==> src/rtl/taillight_request_arbiter_if.sv <==
// Switch inputs and controller-facing request outputs of the taillight request arbiter.
// The arbiter connects through the slave modport; the block driving the switches uses master.
interface taillight_request_arbiter_if;
  logic       raw_left;
  logic       raw_right;
  logic       raw_hazard;
  logic       raw_brake;
  logic       turn_left;
  logic       turn_right;
  logic       brake;
  logic       hazard_active;
  logic [1:0] seq_phase;

  modport master (
    output raw_left, raw_right, raw_hazard, raw_brake,
    input  turn_left, turn_right, brake, hazard_active, seq_phase
  );

  modport slave (
    input  raw_left, raw_right, raw_hazard, raw_brake,
    output turn_left, turn_right, brake, hazard_active, seq_phase
  );
endinterface

==> src/rtl/taillight_request_arbiter.sv <==
// Conditions the raw stalk/hazard/brake switches and arbitrates turn and hazard requests.
// Each granted request is held for whole blink sequences, in step with taillight_controller.
module taillight_request_arbiter #(
  parameter int DEBOUNCE_CYCLES = 4,
  parameter int STEP_CYCLES     = 5,
  parameter int STEPS           = 4,
  parameter int MIN_SEQS        = 1
) (
  input  logic                       clk,
  input  logic                       rst,
  taillight_request_arbiter_if.slave bus
);

  localparam int NIN    = 4;
  localparam int DB_W   = $clog2(DEBOUNCE_CYCLES + 1);
  localparam int CNT_W  = (STEP_CYCLES > 1) ? $clog2(STEP_CYCLES) : 1;
  localparam int STEP_W = 2;
  localparam int SEQS_W = (MIN_SEQS > 0) ? $clog2(MIN_SEQS + 1) : 1;

  typedef enum logic [1:0] {
    IDLE   = 2'd0,
    LEFT   = 2'd1,
    RIGHT  = 2'd2,
    HAZARD = 2'd3
  } state_t;

  logic [NIN-1:0]  raw;
  logic [NIN-1:0]  sync_a;
  logic [NIN-1:0]  sync_b;
  logic [NIN-1:0]  db;
  logic [DB_W-1:0] db_cnt [NIN];

  logic db_left;
  logic db_right;
  logic db_hazard;
  logic db_brake;

  state_t            state;
  state_t            state_d;
  logic [STEP_W-1:0] step;
  logic [STEP_W-1:0] step_d;
  logic [CNT_W-1:0]  step_cnt;
  logic [CNT_W-1:0]  step_cnt_d;
  logic [SEQS_W-1:0] seqs;
  logic [SEQS_W-1:0] seqs_d;
  logic              seq_done;
  logic              min_pending;

  logic turn_left_q;
  logic turn_right_q;
  logic hazard_q;
  logic brake_q;

  assign raw       = {bus.raw_brake, bus.raw_hazard, bus.raw_right, bus.raw_left};
  assign db_left   = db[0];
  assign db_right  = db[1];
  assign db_hazard = db[2];
  assign db_brake  = db[3];

  // Two-flop synchroniser, then a run-length filter: db flips only after
  // DEBOUNCE_CYCLES consecutive synced samples that disagree with it.
  always_ff @(posedge clk or posedge rst) begin
    if (rst) begin
      sync_a <= '0;
      sync_b <= '0;
      db     <= '0;
      for (int i = 0; i < NIN; i++) db_cnt[i] <= '0;
    end else begin
      sync_a <= raw;
      sync_b <= sync_a;
      for (int i = 0; i < NIN; i++) begin
        if (sync_b[i] == db[i]) begin
          db_cnt[i] <= '0;
        end else if (db_cnt[i] == DB_W'(DEBOUNCE_CYCLES - 1)) begin
          db[i]     <= sync_b[i];
          db_cnt[i] <= '0;
        end else begin
          db_cnt[i] <= db_cnt[i] + DB_W'(1);
        end
      end
    end
  end

  assign seq_done    = (step == STEP_W'(STEPS - 1)) && (step_cnt == CNT_W'(STEP_CYCLES - 1));
  assign min_pending = (int'(seqs) + 1) < MIN_SEQS;

  always_ff @(posedge clk or posedge rst) begin
    if (rst) begin
      state    <= IDLE;
      step     <= '0;
      step_cnt <= '0;
      seqs     <= '0;
    end else begin
      state    <= state_d;
      step     <= step_d;
      step_cnt <= step_cnt_d;
      seqs     <= seqs_d;
    end
  end

  always_comb begin
    state_d    = state;
    step_d     = step;
    step_cnt_d = step_cnt;
    seqs_d     = seqs;

    case (state)
      IDLE: begin
        if (db_hazard)                  state_d = HAZARD;
        else if (db_left && !db_right)  state_d = LEFT;
        else if (db_right && !db_left)  state_d = RIGHT;
      end
      LEFT: begin
        if (db_hazard)
          state_d = HAZARD;
        else if (seq_done && !(db_left || min_pending))
          state_d = db_right ? RIGHT : IDLE;
      end
      RIGHT: begin
        if (db_hazard)
          state_d = HAZARD;
        else if (seq_done && !(db_right || min_pending))
          state_d = db_left ? LEFT : IDLE;
      end
      HAZARD: begin
        if (seq_done && !db_hazard) state_d = IDLE;
      end
      default: state_d = IDLE;
    endcase

    // Any state change restarts the sequence from step 0, which also makes
    // a LEFT/RIGHT handover land exactly on the sequence boundary.
    if ((state_d != state) || (state_d == IDLE)) begin
      step_d     = '0;
      step_cnt_d = '0;
      seqs_d     = '0;
    end else if (step_cnt == CNT_W'(STEP_CYCLES - 1)) begin
      step_cnt_d = '0;
      if (step == STEP_W'(STEPS - 1)) begin
        step_d = '0;
        if (seqs < SEQS_W'(MIN_SEQS)) seqs_d = seqs + SEQS_W'(1);
      end else begin
        step_d = step + STEP_W'(1);
      end
    end else begin
      step_cnt_d = step_cnt + CNT_W'(1);
    end
  end

  // Output registers load from the next state so they change on the same edge as the FSM.
  always_ff @(posedge clk or posedge rst) begin
    if (rst) begin
      turn_left_q  <= 1'b0;
      turn_right_q <= 1'b0;
      hazard_q     <= 1'b0;
      brake_q      <= 1'b0;
    end else begin
      turn_left_q  <= (state_d == LEFT)  || (state_d == HAZARD);
      turn_right_q <= (state_d == RIGHT) || (state_d == HAZARD);
      hazard_q     <= (state_d == HAZARD);
      brake_q      <= db_brake;
    end
  end

  assign bus.turn_left     = turn_left_q;
  assign bus.turn_right    = turn_right_q;
  assign bus.hazard_active = hazard_q;
  assign bus.brake         = brake_q;
  assign bus.seq_phase     = step;

endmodule

==> src/flat_wrapper.sv <==
// flat-port wrapper written by rule: the top's interface ports become plain ports
module taillight_request_arbiter_flat 
#(
  parameter int DEBOUNCE_CYCLES = 4,
  parameter int STEP_CYCLES     = 5,
  parameter int STEPS           = 4,
  parameter int MIN_SEQS        = 1
)
  (clk, rst, bus_raw_left, bus_raw_right, bus_raw_hazard, bus_raw_brake, bus_turn_left, bus_turn_right, bus_brake, bus_hazard_active, bus_seq_phase);
  taillight_request_arbiter_if bus_i ();
  input  logic clk;
  input  logic rst;
  input wire logic [$bits(bus_i.raw_left)-1:0] bus_raw_left;
  input wire logic [$bits(bus_i.raw_right)-1:0] bus_raw_right;
  input wire logic [$bits(bus_i.raw_hazard)-1:0] bus_raw_hazard;
  input wire logic [$bits(bus_i.raw_brake)-1:0] bus_raw_brake;
  output wire logic [$bits(bus_i.turn_left)-1:0] bus_turn_left;
  output wire logic [$bits(bus_i.turn_right)-1:0] bus_turn_right;
  output wire logic [$bits(bus_i.brake)-1:0] bus_brake;
  output wire logic [$bits(bus_i.hazard_active)-1:0] bus_hazard_active;
  output wire logic [$bits(bus_i.seq_phase)-1:0] bus_seq_phase;
  assign bus_i.raw_left = bus_raw_left;
  assign bus_i.raw_right = bus_raw_right;
  assign bus_i.raw_hazard = bus_raw_hazard;
  assign bus_i.raw_brake = bus_raw_brake;
  assign bus_turn_left = bus_i.turn_left;
  assign bus_turn_right = bus_i.turn_right;
  assign bus_brake = bus_i.brake;
  assign bus_hazard_active = bus_i.hazard_active;
  assign bus_seq_phase = bus_i.seq_phase;
  taillight_request_arbiter #(.DEBOUNCE_CYCLES(DEBOUNCE_CYCLES), .STEP_CYCLES(STEP_CYCLES), .STEPS(STEPS), .MIN_SEQS(MIN_SEQS)) u_core (.clk(clk), .rst(rst), .bus(bus_i));
endmodule
==> config.mk <==
export PLATFORM = sky130hd
export DESIGN_NAME = taillight_request_arbiter_flat
export DESIGN_NICKNAME = d
export VERILOG_FILES = /design/src/rtl/taillight_request_arbiter_if.sv /design/src/rtl/taillight_request_arbiter.sv /design/src/flat_wrapper.sv
export SDC_FILE = /design/constraint.sdc
export NUM_CORES = 1
export LEC_CHECK = 0
export ABC_AREA = 1
export CORE_ASPECT_RATIO = 0.7
export CORE_MARGIN = 1.5
export CORE_UTILIZATION = 50
export DETAILED_ROUTE_END_ITERATION = 10
export GPL_ROUTABILITY_DRIVEN = 0
export GPL_TIMING_DRIVEN = 0
export PLACE_DENSITY = 0.7
export SYNTH_ARGS = -nofsm -noshare
export SYNTH_HDL_FRONTEND = slang
export SYNTH_SLANG_ARGS = --single-unit
==> constraint.sdc <==
create_clock -name clk -period 1.9 [get_ports clk]
set_input_delay 0.19 -clock clk [delete_from_list [all_inputs] [get_ports clk]]
set_output_delay 0.19 -clock clk [all_outputs]
set_load 0.01 [all_outputs]
==> out/qor.txt, run 1 <==
H-tree depth - 2
leak pwr - 0.7974 nW
total number of placement rows - 15
minimum clock period - 1651 ps
peak per-stage delay on the critical path - 380 ps
post-synthesis cell area - 0.001411 sq mm
Fin. Hold Viols - 0
count of fill cells added during filler insertion - 205
class of the most critical setup path - reg -> reg
Peak supply drop - 0.8090 mV
Slew headroom - 67.64%
number of flops mapped to enable cells by yosys - 0
final std cell area, no fill - 0.001683 sq mm
kind of cell adding the most delay to the critical path - simple AND/OR/NAND/NOR gates
biggest area contributors in the synthesized netlist - sky130_fd_sc_hd__dfrtp_1, sky130_fd_sc_hd__ha_1, sky130_fd_sc_hd__nand2_1
number of sinks handled by clock tree synthesis - 34
total CTS buffers - 5
buffer levels on the longest clock path - 2
vias post-DR - 906
count of inserted antenna diode cells - 0
number of top-level pins - 12
Final Cycle Share - 86.89%
pin count of the biggest net entering global routing - 35
syn_area_per_cell - 10.77 sq um
via/cell ratio - 4.897
Routed Antenna Nets - 0
post-CTS setup buffer count - 0
Yosys warning total - 0
most frequent cell after synthesis - sky130_fd_sc_hd__dfrtp_1
flop and latch count out of synthesis - 34
sum of overflow across all layers after global routing - 0
share of layout cells above drive strength 1 - 15.89%
maximum net fanout on the critical path - 5
maximum clock frequency - 605.7 MHz
area of placed instances - 0.001564 sq mm
number of DRC markers in iteration 0 - 42
kind of end point of the critical path - register
setup repair after global routing missed its margin - false
# nets final - 163
CP bufs+invs - 1
DRT Pass-1 Iters - 4
result of the run - complete, no violations
post-DR wirelength/cell - 12.01 um
post-route setup TNS - 0 ps
initial cell density of the core - 54.89%
die boundary width - 66.50 um
cell area power density - 1490 mW/mm^2
number of hold buffers added after cts - 0
cells after synthesis - 131
TritonCTS clock tree - yes
Crit-path slowest cell - sky130_fd_sc_hd__dfrtp_1
clock-pin slew on the worst setup and hold paths - 70 ps
WP data arrival - 1860 ps
total of endpoints with negative setup slack in the final report - 0
placed wire-length estimate after detailed placement - 1543 um
hold slack final - 176.3 ps
count of instances resized after the clock tree is built - 0
type of the tightest min-delay check - in -> async
DRC violation count after routing - 0
most instantiated cells after synthesis - sky130_fd_sc_hd__dfrtp_1, sky130_fd_sc_hd__nand2_1, sky130_fd_sc_hd__inv_1, sky130_fd_sc_hd__nor2_1, sky130_fd_sc_hd__ha_1
prevailing post-synth register cell - sky130_fd_sc_hd__dfrtp_1
max cap viols - 0
overall die area - 0.003155 sq mm
initial antenna violation count - 0
Mapped Nets - 144
Critical Path Source Type - register
sequential share of the synthesized area - 60.28%
Data required, critical path - 2110 ps
min setup slack post-route - 249.1 ps
clock tree root driver cell - sky130_fd_sc_hd__clkbuf_8
leading area contributor after synthesis - sky130_fd_sc_hd__dfrtp_1
worst setup timing slack at the placement stage - 222.1 ps
layout overhead on the synthesized area - 19.24%
count of different cell masters after synthesis - 25
Detailed Route WL - 2221 um
final design utilization - 65.45%
CP cell instances - inv_1 -> ha_1 -> nand4_1 -> a21oi_2 -> nand2_1 -> nand3_1 -> nand2_1 -> nor2_2 -> nand2_4 -> nor2_2
floorplan die height - 47.45 um
Worst-Skew Late Latency - 280 ps
global routing usage summed across all routing layers - 17.00%
largest clock skew in the final design - 4.015 ps
max-slew violation count - 0
number of global-route vias before repair - 885
fraction of post-synthesis cell area in the top cell type by area - 60.28%
wire length of the first global-routing pass - 3781 um
area of the core - 0.002571 sq mm
measured slew at the worst slew-check pin - 482.5 ps
Port-buffer cells - 11
fraction of registers with async set/reset - 100.0%
## cells by family (layout without fill, tap and decap cells)
logic type / count (synthesis) / count (layout) / share of synthesized area (%)
and+or+nand+nor: 56 / 56 / 19.59
buffers and inverters: 16 / 36 / 4.255
adders and majority gates: 7 / 7 / 6.205
muxes: 2 / 2 / 1.507
xor gates and xnor gates: 5 / 5 / 3.103
AOI/OAI and AO/OA: 11 / 11 / 5.053
DFF: 34 / 34 / 60.28
## final cells by class
cell class	count	area (sq um)	area share, %
timing repair buffer	12	137.6	8.178
tap	34	42.54	2.528
sequential	34	850.8	50.56
multi-input combinational	81	500.5	29.74
clock inverter	1	5.005	0.2974
inverter	16	60.06	3.569
clock buffer	7	86.33	5.130
## layout by cell type, fill, tap and decap left out, types with 2 or more instances in the layout
master | netlist | layout
sky130_fd_sc_hd__dfrtp_1 | 34 | 34
sky130_fd_sc_hd__nor2_1 | 11 | 11
sky130_fd_sc_hd__nand2_2 | 2 | 2
sky130_fd_sc_hd__nand2_1 | 20 | 20
sky130_fd_sc_hd__xnor2_1 | 4 | 4
sky130_fd_sc_hd__nor2_2 | 6 | 6
sky130_fd_sc_hd__inv_1 | 14 | 13
sky130_fd_sc_hd__clkbuf_8 | 0 | 6
sky130_fd_sc_hd__nor3b_1 | 4 | 4
sky130_fd_sc_hd__clkdlybuf4s50_1 | 0 | 11
sky130_fd_sc_hd__nor3_1 | 5 | 5
sky130_fd_sc_hd__inv_2 | 2 | 2
sky130_fd_sc_hd__a21oi_1 | 6 | 6
sky130_fd_sc_hd__nand3_1 | 4 | 4
sky130_fd_sc_hd__ha_1 | 7 | 7
## stage by stage
step                      power (mW)  std cells
final                          2.508        185
after global routing           2.703        185
after CTS                      2.518        184
after detailed placement       1.980        176
after global placement         1.926        176
after floorplan                1.732        131
## routing by layer
metal	routed length, um	global-route usage [%]	share of wire (%)
met5	0	0	0
met4	20	7.347	0.90
met3	105	5.882	4.7
met2	1086	28.20	49
met1	1010	20.99	45
## flip-flops by register name, indices dropped and copies added (netlist names), 2 cells and up
| signal | count |
|---|---|
| u_core.bus.seq_phase | 2 |
| u_core.sync_b | 4 |
| u_core.step_cnt | 3 |
| u_core.db | 4 |
| u_core.db_cnt | 12 |
| u_core.sync_a | 4 |
## where the power goes
part	switching, mW	leakage [nW]	internal [mW]
clock	0.241	0.0482	0.292
combinational	0.500	0.340	0.389
sequential	0.152	0.409	0.933
total	0.893	0.797	1.61
## worst paths after layout
path / end / slack [ps] / depth (start not counted) / from
setup / recovery: u_core.step_cnt[2] / 250 / 10 / u_core.step_cnt[0]
hold / removal: u_core.bus.brake / 180 / 2 / rst
setup reg to reg: u_core.step_cnt[2] / 250 / 10 / u_core.step_cnt[0]
hold reg to reg: u_core.sync_b[0] / 350 / 0 / u_core.sync_a[0]
max in group asynchronous: u_core.sync_a[2] / 1310 / 3 / rst
min in group clk: u_core.sync_a[3] / 350 / 1 / bus_raw_brake
Note: power is estimated with default switching activity, not from simulation.
==> run 2, diff against run 1 <==
Settings changed: CORE_UTILIZATION 50 to 51, PLACE_DENSITY 0.7 to 0.72.
==> run 2 against run 1 <==
  * Via count fell by 0.88%
  * Die area down 1.8%
  * Cell count unchanged
  * Clock power fell by 1%
  * Wire length shrank 4.2%
  * Utilization increased by 0.97 points
  * Critical path depth rose by 2
  * Combinational power barely moved
  * Register-to-register slack lost 40 ps
  * Setup slack worse by 37 ps
  * Clock-buffer cell count unchanged
==> out/qor.txt, run 2 (synthesized netlist as in run 1, its figures left out) <==
result of the run - complete, no violations
clock-pin slew on the worst setup and hold paths - 60 ps
Slew headroom - 66.41%
DRT Pass-1 Iters - 4
overall die area - 0.003097 sq mm
GR Layer Usage met1 - 21.70%
flip-flop count of the largest register, all copies and words added - 12
area of the core - 0.002534 sq mm
cell area power density - 1488 mW/mm^2
buffer levels on the longest clock path - 2
sum of overflow across all layers after global routing - 0
fraction of power consumed by combinational cells - 35.6%
layer with the highest usage after global routing - met2
total of endpoints with negative setup slack in the final report - 0
Routed Antenna Nets - 0
hold slack final - 181.9 ps
post-route setup TNS - 0 ps
total number of placement rows - 15
clock tree root driver cell - sky130_fd_sc_hd__clkbuf_8
floorplan die height - 47.02 um
maximum net fanout on the critical path - 5
minimum clock period - 1688 ps
internal power - 1.617 mW
H-tree depth - 2
met3 Resource Use GR - 6.475%
most frequent cell on the critical path - sky130_fd_sc_hd__nand2_1
Critical Path Source Type - register
layout overhead on the synthesized area - 19.24%
most used cells in the layout excluding fill and tap cells - sky130_fd_sc_hd__dfrtp_1, sky130_fd_sc_hd__nand2_1, sky130_fd_sc_hd__inv_1, sky130_fd_sc_hd__nor2_1, sky130_fd_sc_hd__clkdlybuf4s50_1
number of hold buffers added after cts - 0
number of global-route vias before repair - 897
vias post-DR - 898
maximum clock frequency - 592.6 MHz
area of placed instances - 0.001564 sq mm
placed wire-length estimate after detailed placement - 1559 um
Detailed Route WL - 2128 um
power dissipated by switching net loads - 886.9 uW
class of the most critical setup path - reg -> reg
final std cell area, no fill - 0.001683 sq mm
type of the tightest min-delay check - in -> async
pin count of the biggest net entering global routing - 35
Non-Filler Instances - 185
number of top-level pins - 12
max cap viols - 0
Crit-path slowest cell - sky130_fd_sc_hd__dfrtp_1
Worst-Skew Late Latency - 280 ps
post-DR wirelength/cell - 11.50 um
initial cell density of the core - 55.70%
WP data arrival - 1900 ps
global routing usage summed across all routing layers - 17.33%
peak per-stage delay on the critical path - 380 ps
count of instances resized after the clock tree is built - 0
count of inserted antenna diode cells - 0
total CTS buffers - 5
Port-buffer cells - 11
# nets final - 163
share of layout cells above drive strength 1 - 15.89%
fraction of power consumed by sequential logic - 43.3%
TritonCTS clock tree - yes
Fin. Hold Viols - 0
Power, Total - 2.504 mW
DRC violation count after routing - 0
kind of end point of the critical path - register
Final Cycle Share - 88.82%
leak pwr - 0.7974 nW
wire length of the first global-routing pass - 3829 um
CP cell instances - inv_1 -> ha_1 -> nand3_2 -> nor2_1 -> nand2_1 -> nand2_1 -> nand3b_1 -> nand2_1 -> nand2_1 -> nand2_2 -> nand2_4 -> nor2_2
switch share - 35.42%
max-slew violation count - 0
die boundary width - 65.88 um
number of sinks handled by clock tree synthesis - 34
total placed cells including tap cells - 176
setup repair after global routing missed its margin - false
largest clock skew in the final design - 3.321 ps
met2 usage - 26.67%
proportion of power drawn by the clock network - 21.1%
register with the most flip-flops - u_core.db_cnt
commonest non-fill, non-tap cell in the layout - sky130_fd_sc_hd__dfrtp_1
initial antenna violation count - 0
Data required, critical path - 2110 ps
post-CTS setup buffer count - 0
number of DRC markers in iteration 0 - 32
measured slew at the worst slew-check pin - 500.7 ps
Peak supply drop - 0.8219 mV
via/cell ratio - 4.854
run 2: critical path, delay by kind of cell, from the launching register on:
| kind | cells | cell delay, ps |
|---|---|---|
| and+or+nand+nor | 10 | 960 |
| buffers and inverters | 1 | 80 |
| DFF | 1 | 380 |
| adders and majority gates | 1 | 210 |
run 2: metrics by stage:
stage,utilization (%),setup slack [ps]
floorplan,-,456.7
global placement,61.73,243.3
detailed placement,61.73,215.7
CTS,65.33,216.6
global route,66.42,32.15
finish,66.42,212.4
run 2: per-layer routing:
layer / vias to the layer above / routed length [um]
met1: 429 / 1026
met3: 4 / 78
met5: - / 0
met4: 0 / 32
met2: 12 / 991
li1: 453 / -
run 2: power groups by stage:
stage	combinational, mW	sequential [mW]	clock [mW]
floorplan	0.647	1.09	0
global placement	0.842	1.08	0
detailed placement	0.892	1.10	0
CTS	0.901	1.09	0.541
global route	1.02	1.11	0.579
finish	0.891	1.09	0.527
run 2: path summary, 6_finish.rpt:
check,start,endpoint,slack [ps],cells past startpoint
worst max-delay path,u_core.step_cnt[0],u_core.bus.seq_phase[0],210,12
worst min-delay path,rst,u_core.db_cnt[9],180,2
worst max register to register,u_core.step_cnt[0],u_core.bus.seq_phase[0],210,12
worst min register to register,u_core.sync_a[2],u_core.sync_b[2],350,0
max in group asynchronous,rst,u_core.db[2],1290,3
min in group clk,bus_raw_hazard,u_core.sync_a[2],350,1
run 2: layout make-up:
cell class	instances	area [sq um]
Sequential cell	34	850.8
Clock inverter	1	5.005
Timing Repair Buffer	12	137.6
Inverter	16	60.06
Fill cell	207	850.8
Clock buffer	7	86.33
Multi-Input combinational cell	81	500.5
Tap cell	34	42.54
==> run 3, diff against run 2 <==
Settings changed: CORE_MARGIN 1.5 to default, CORE_UTILIZATION 51 to 55, PLACE_DENSITY 0.72 to 0.76.
==> run 3 against run 2 <==
  * Utilization up 6.2 points
  * Flip-flop and latch count unchanged
  * Global-route usage up 3.2 points
  * Clock-buffer cell count down 1
  * First-iteration DRC count down 28%
  * Cell area down 1.8%
  * Clock power down 22%
  * Combinational power about the same
  * Setup slack better by 70 ps
  * Clock skew up 6.0 ps
  * Sequential power about the same
  * Via count down 0.67%
  * Critical endpoint is now u_core.bus.seq_phase[1]
  * Largest cell class unchanged
  * Largest power group unchanged
  * Highest routed layer unchanged
==> out/qor.txt, run 3 (synthesized netlist as in run 1, its figures left out) <==
kind of end point of the critical path - register
Power, Total - 2.388 mW
post-DR wirelength/cell - 11.93 um
minimum clock period - 1618 ps
kind of cell adding the most delay to the critical path - simple AND/OR/NAND/NOR gates
flip-flop count of the largest register, all copies and words added - 12
number of hold buffers added after cts - 0
maximum clock frequency - 618.2 MHz
Routed Antenna Nets - 0
number of sinks handled by clock tree synthesis - 34
cell area power density - 1445 mW/mm^2
total of endpoints with negative setup slack in the final report - 0
result of the run - complete, no violations
overall die area - 0.002776 sq mm
floorplan die height - 44.38 um
via/cell ratio - 4.874
DRT Pass-1 Iters - 4
initial antenna violation count - 0
max-slew violation count - 0
max cap viols - 0
DRC violation count after routing - 0
total number of placement rows - 14
sum of overflow across all layers after global routing - 0
post-CTS setup buffer count - 0
Port-buffer cells - 11
post-route setup TNS - 0 ps
area of the core - 0.002277 sq mm
Peak supply drop - 0.8270 mV
vias post-DR - 892
peak per-stage delay on the critical path - 390 ps
most used cells in the layout excluding fill and tap cells - sky130_fd_sc_hd__dfrtp_1, sky130_fd_sc_hd__nand2_1, sky130_fd_sc_hd__inv_1, sky130_fd_sc_hd__nor2_1, sky130_fd_sc_hd__clkdlybuf4s50_1
flop-to-flop setup slack - 280 ps
count of instances resized after the clock tree is built - 0
wire length of the first global-routing pass - 4029 um
Critical Path Source Type - register
placed wire-length estimate after detailed placement - 1653 um
class of the most critical setup path - reg -> reg
Worst-Skew Late Latency - 330 ps
initial cell density of the core - 61.98%
Slew headroom - 61.52%
count of inserted antenna diode cells - 0
TritonCTS clock tree - yes
Detailed Route WL - 2184 um
maximum net fanout on the critical path - 5
number of top-level pins - 12
CP cell instances - inv_1 -> ha_1 -> nand4_1 -> a21oi_2 -> nand2_1 -> nand3_1 -> nand2_1 -> nor2_2 -> nand2_4 -> nor2_2
pin count of the biggest net entering global routing - 35
H-tree depth - 2
layout overhead on the synthesized area - 17.11%
# nets final - 163
register with the most flip-flops - u_core.db_cnt
type of the tightest min-delay check - in -> async
clock-pin slew on the worst setup and hold paths - 100 ps
total CTS buffers - 5
share of layout cells above drive strength 1 - 16.56%
leak pwr - 0.7834 nW
Final Cycle Share - 85.14%
measured slew at the worst slew-check pin - 573.6 ps
number of global-route vias before repair - 904
largest clock skew in the final design - 9.328 ps
setup repair after global routing missed its margin - false
number of DRC markers in iteration 0 - 23
commonest non-fill, non-tap cell in the layout - sky130_fd_sc_hd__dfrtp_1
die boundary width - 62.55 um
global routing usage summed across all routing layers - 20.52%
buffer levels on the longest clock path - 2
clock tree root driver cell - sky130_fd_sc_hd__clkbuf_4
Fin. Hold Viols - 0
Data required, critical path - 2170 ps
CP bufs+invs - 1
WP data arrival - 1890 ps
Crit-path slowest cell - sky130_fd_sc_hd__dfrtp_1
run 3: changes by cell type in the layout (fill, tap and decap cells not counted):
cell                         change
sky130_fd_sc_hd__clkbuf_1        -1
sky130_fd_sc_hd__clkbuf_4        +5
sky130_fd_sc_hd__clkbuf_8        -5
sky130_fd_sc_hd__clkinvlp_4      +1
run 3: worst register-to-register path, stage by stage (launching register included):
cell and delay [ps]:
sky130_fd_sc_hd__dfrtp_1 390, sky130_fd_sc_hd__inv_1 70, sky130_fd_sc_hd__ha_1 190, sky130_fd_sc_hd__nand4_1 120, sky130_fd_sc_hd__a21oi_2 230, sky130_fd_sc_hd__nand2_1 100
sky130_fd_sc_hd__nand3_1 80, sky130_fd_sc_hd__nand2_1 60, sky130_fd_sc_hd__nor2_2 120, sky130_fd_sc_hd__nand2_4 90, sky130_fd_sc_hd__nor2_2 90
run 3: layer usage:
layer | global-route usage [%] | routed length (um)
met1 | 25.09 | 1039
met2 | 32.39 | 1027
met3 | 7.732 | 70
met4 | 11.16 | 47
met5 | 0 | 0
run 3: power breakdown:
part	leakage (nW)	internal, mW	switching (mW)	total, mW
clock	0.0343	0.178	0.234	0.412
combinational	0.340	0.389	0.499	0.888
sequential	0.409	0.932	0.156	1.09
run 3: final cells by class:
type,count,area (sq um)
flip-flops and latches,34,850.8
fillers,177,624.3
multi-input cells,81,500.5
repair buffers,12,137.6
inverters,16,60.06
clock buffers,6,51.30
well taps,32,40.04
clock inverters,2,12.51
run 3: final timing paths:
kind | start | to | cells after the start
worst max-delay path | u_core.step_cnt[0] | u_core.bus.seq_phase[1] | 10
worst min register to register | u_core.sync_a[3] | u_core.sync_b[3] | 0
min in group clk | bus_raw_left | u_core.sync_a[0] | 1
max in group asynchronous | rst | u_core.db_cnt[3] | 3
worst min-delay path | rst | u_core.db_cnt[2] | 2
worst max register to register | u_core.step_cnt[0] | u_core.bus.seq_phase[1] | 10
run 3: metrics by stage:
step / instances / area [sq um] / hold slack [ps] / setup WS (ps) / utilization, %
after global routing: 183 / 1653 / 168.9 / 79.50 / 72.58
after global placement: 174 / 1562 / 333.2 / 253.7 / 68.57
after detailed placement: 174 / 1562 / 335.6 / 225.8 / 68.57
after floorplan: 131 / 1411 / 221.4 / 456.7 / -
after CTS: 182 / 1625 / 274.1 / 270.8 / 71.37
final: 183 / 1653 / 140.0 / 282.3 / 72.58
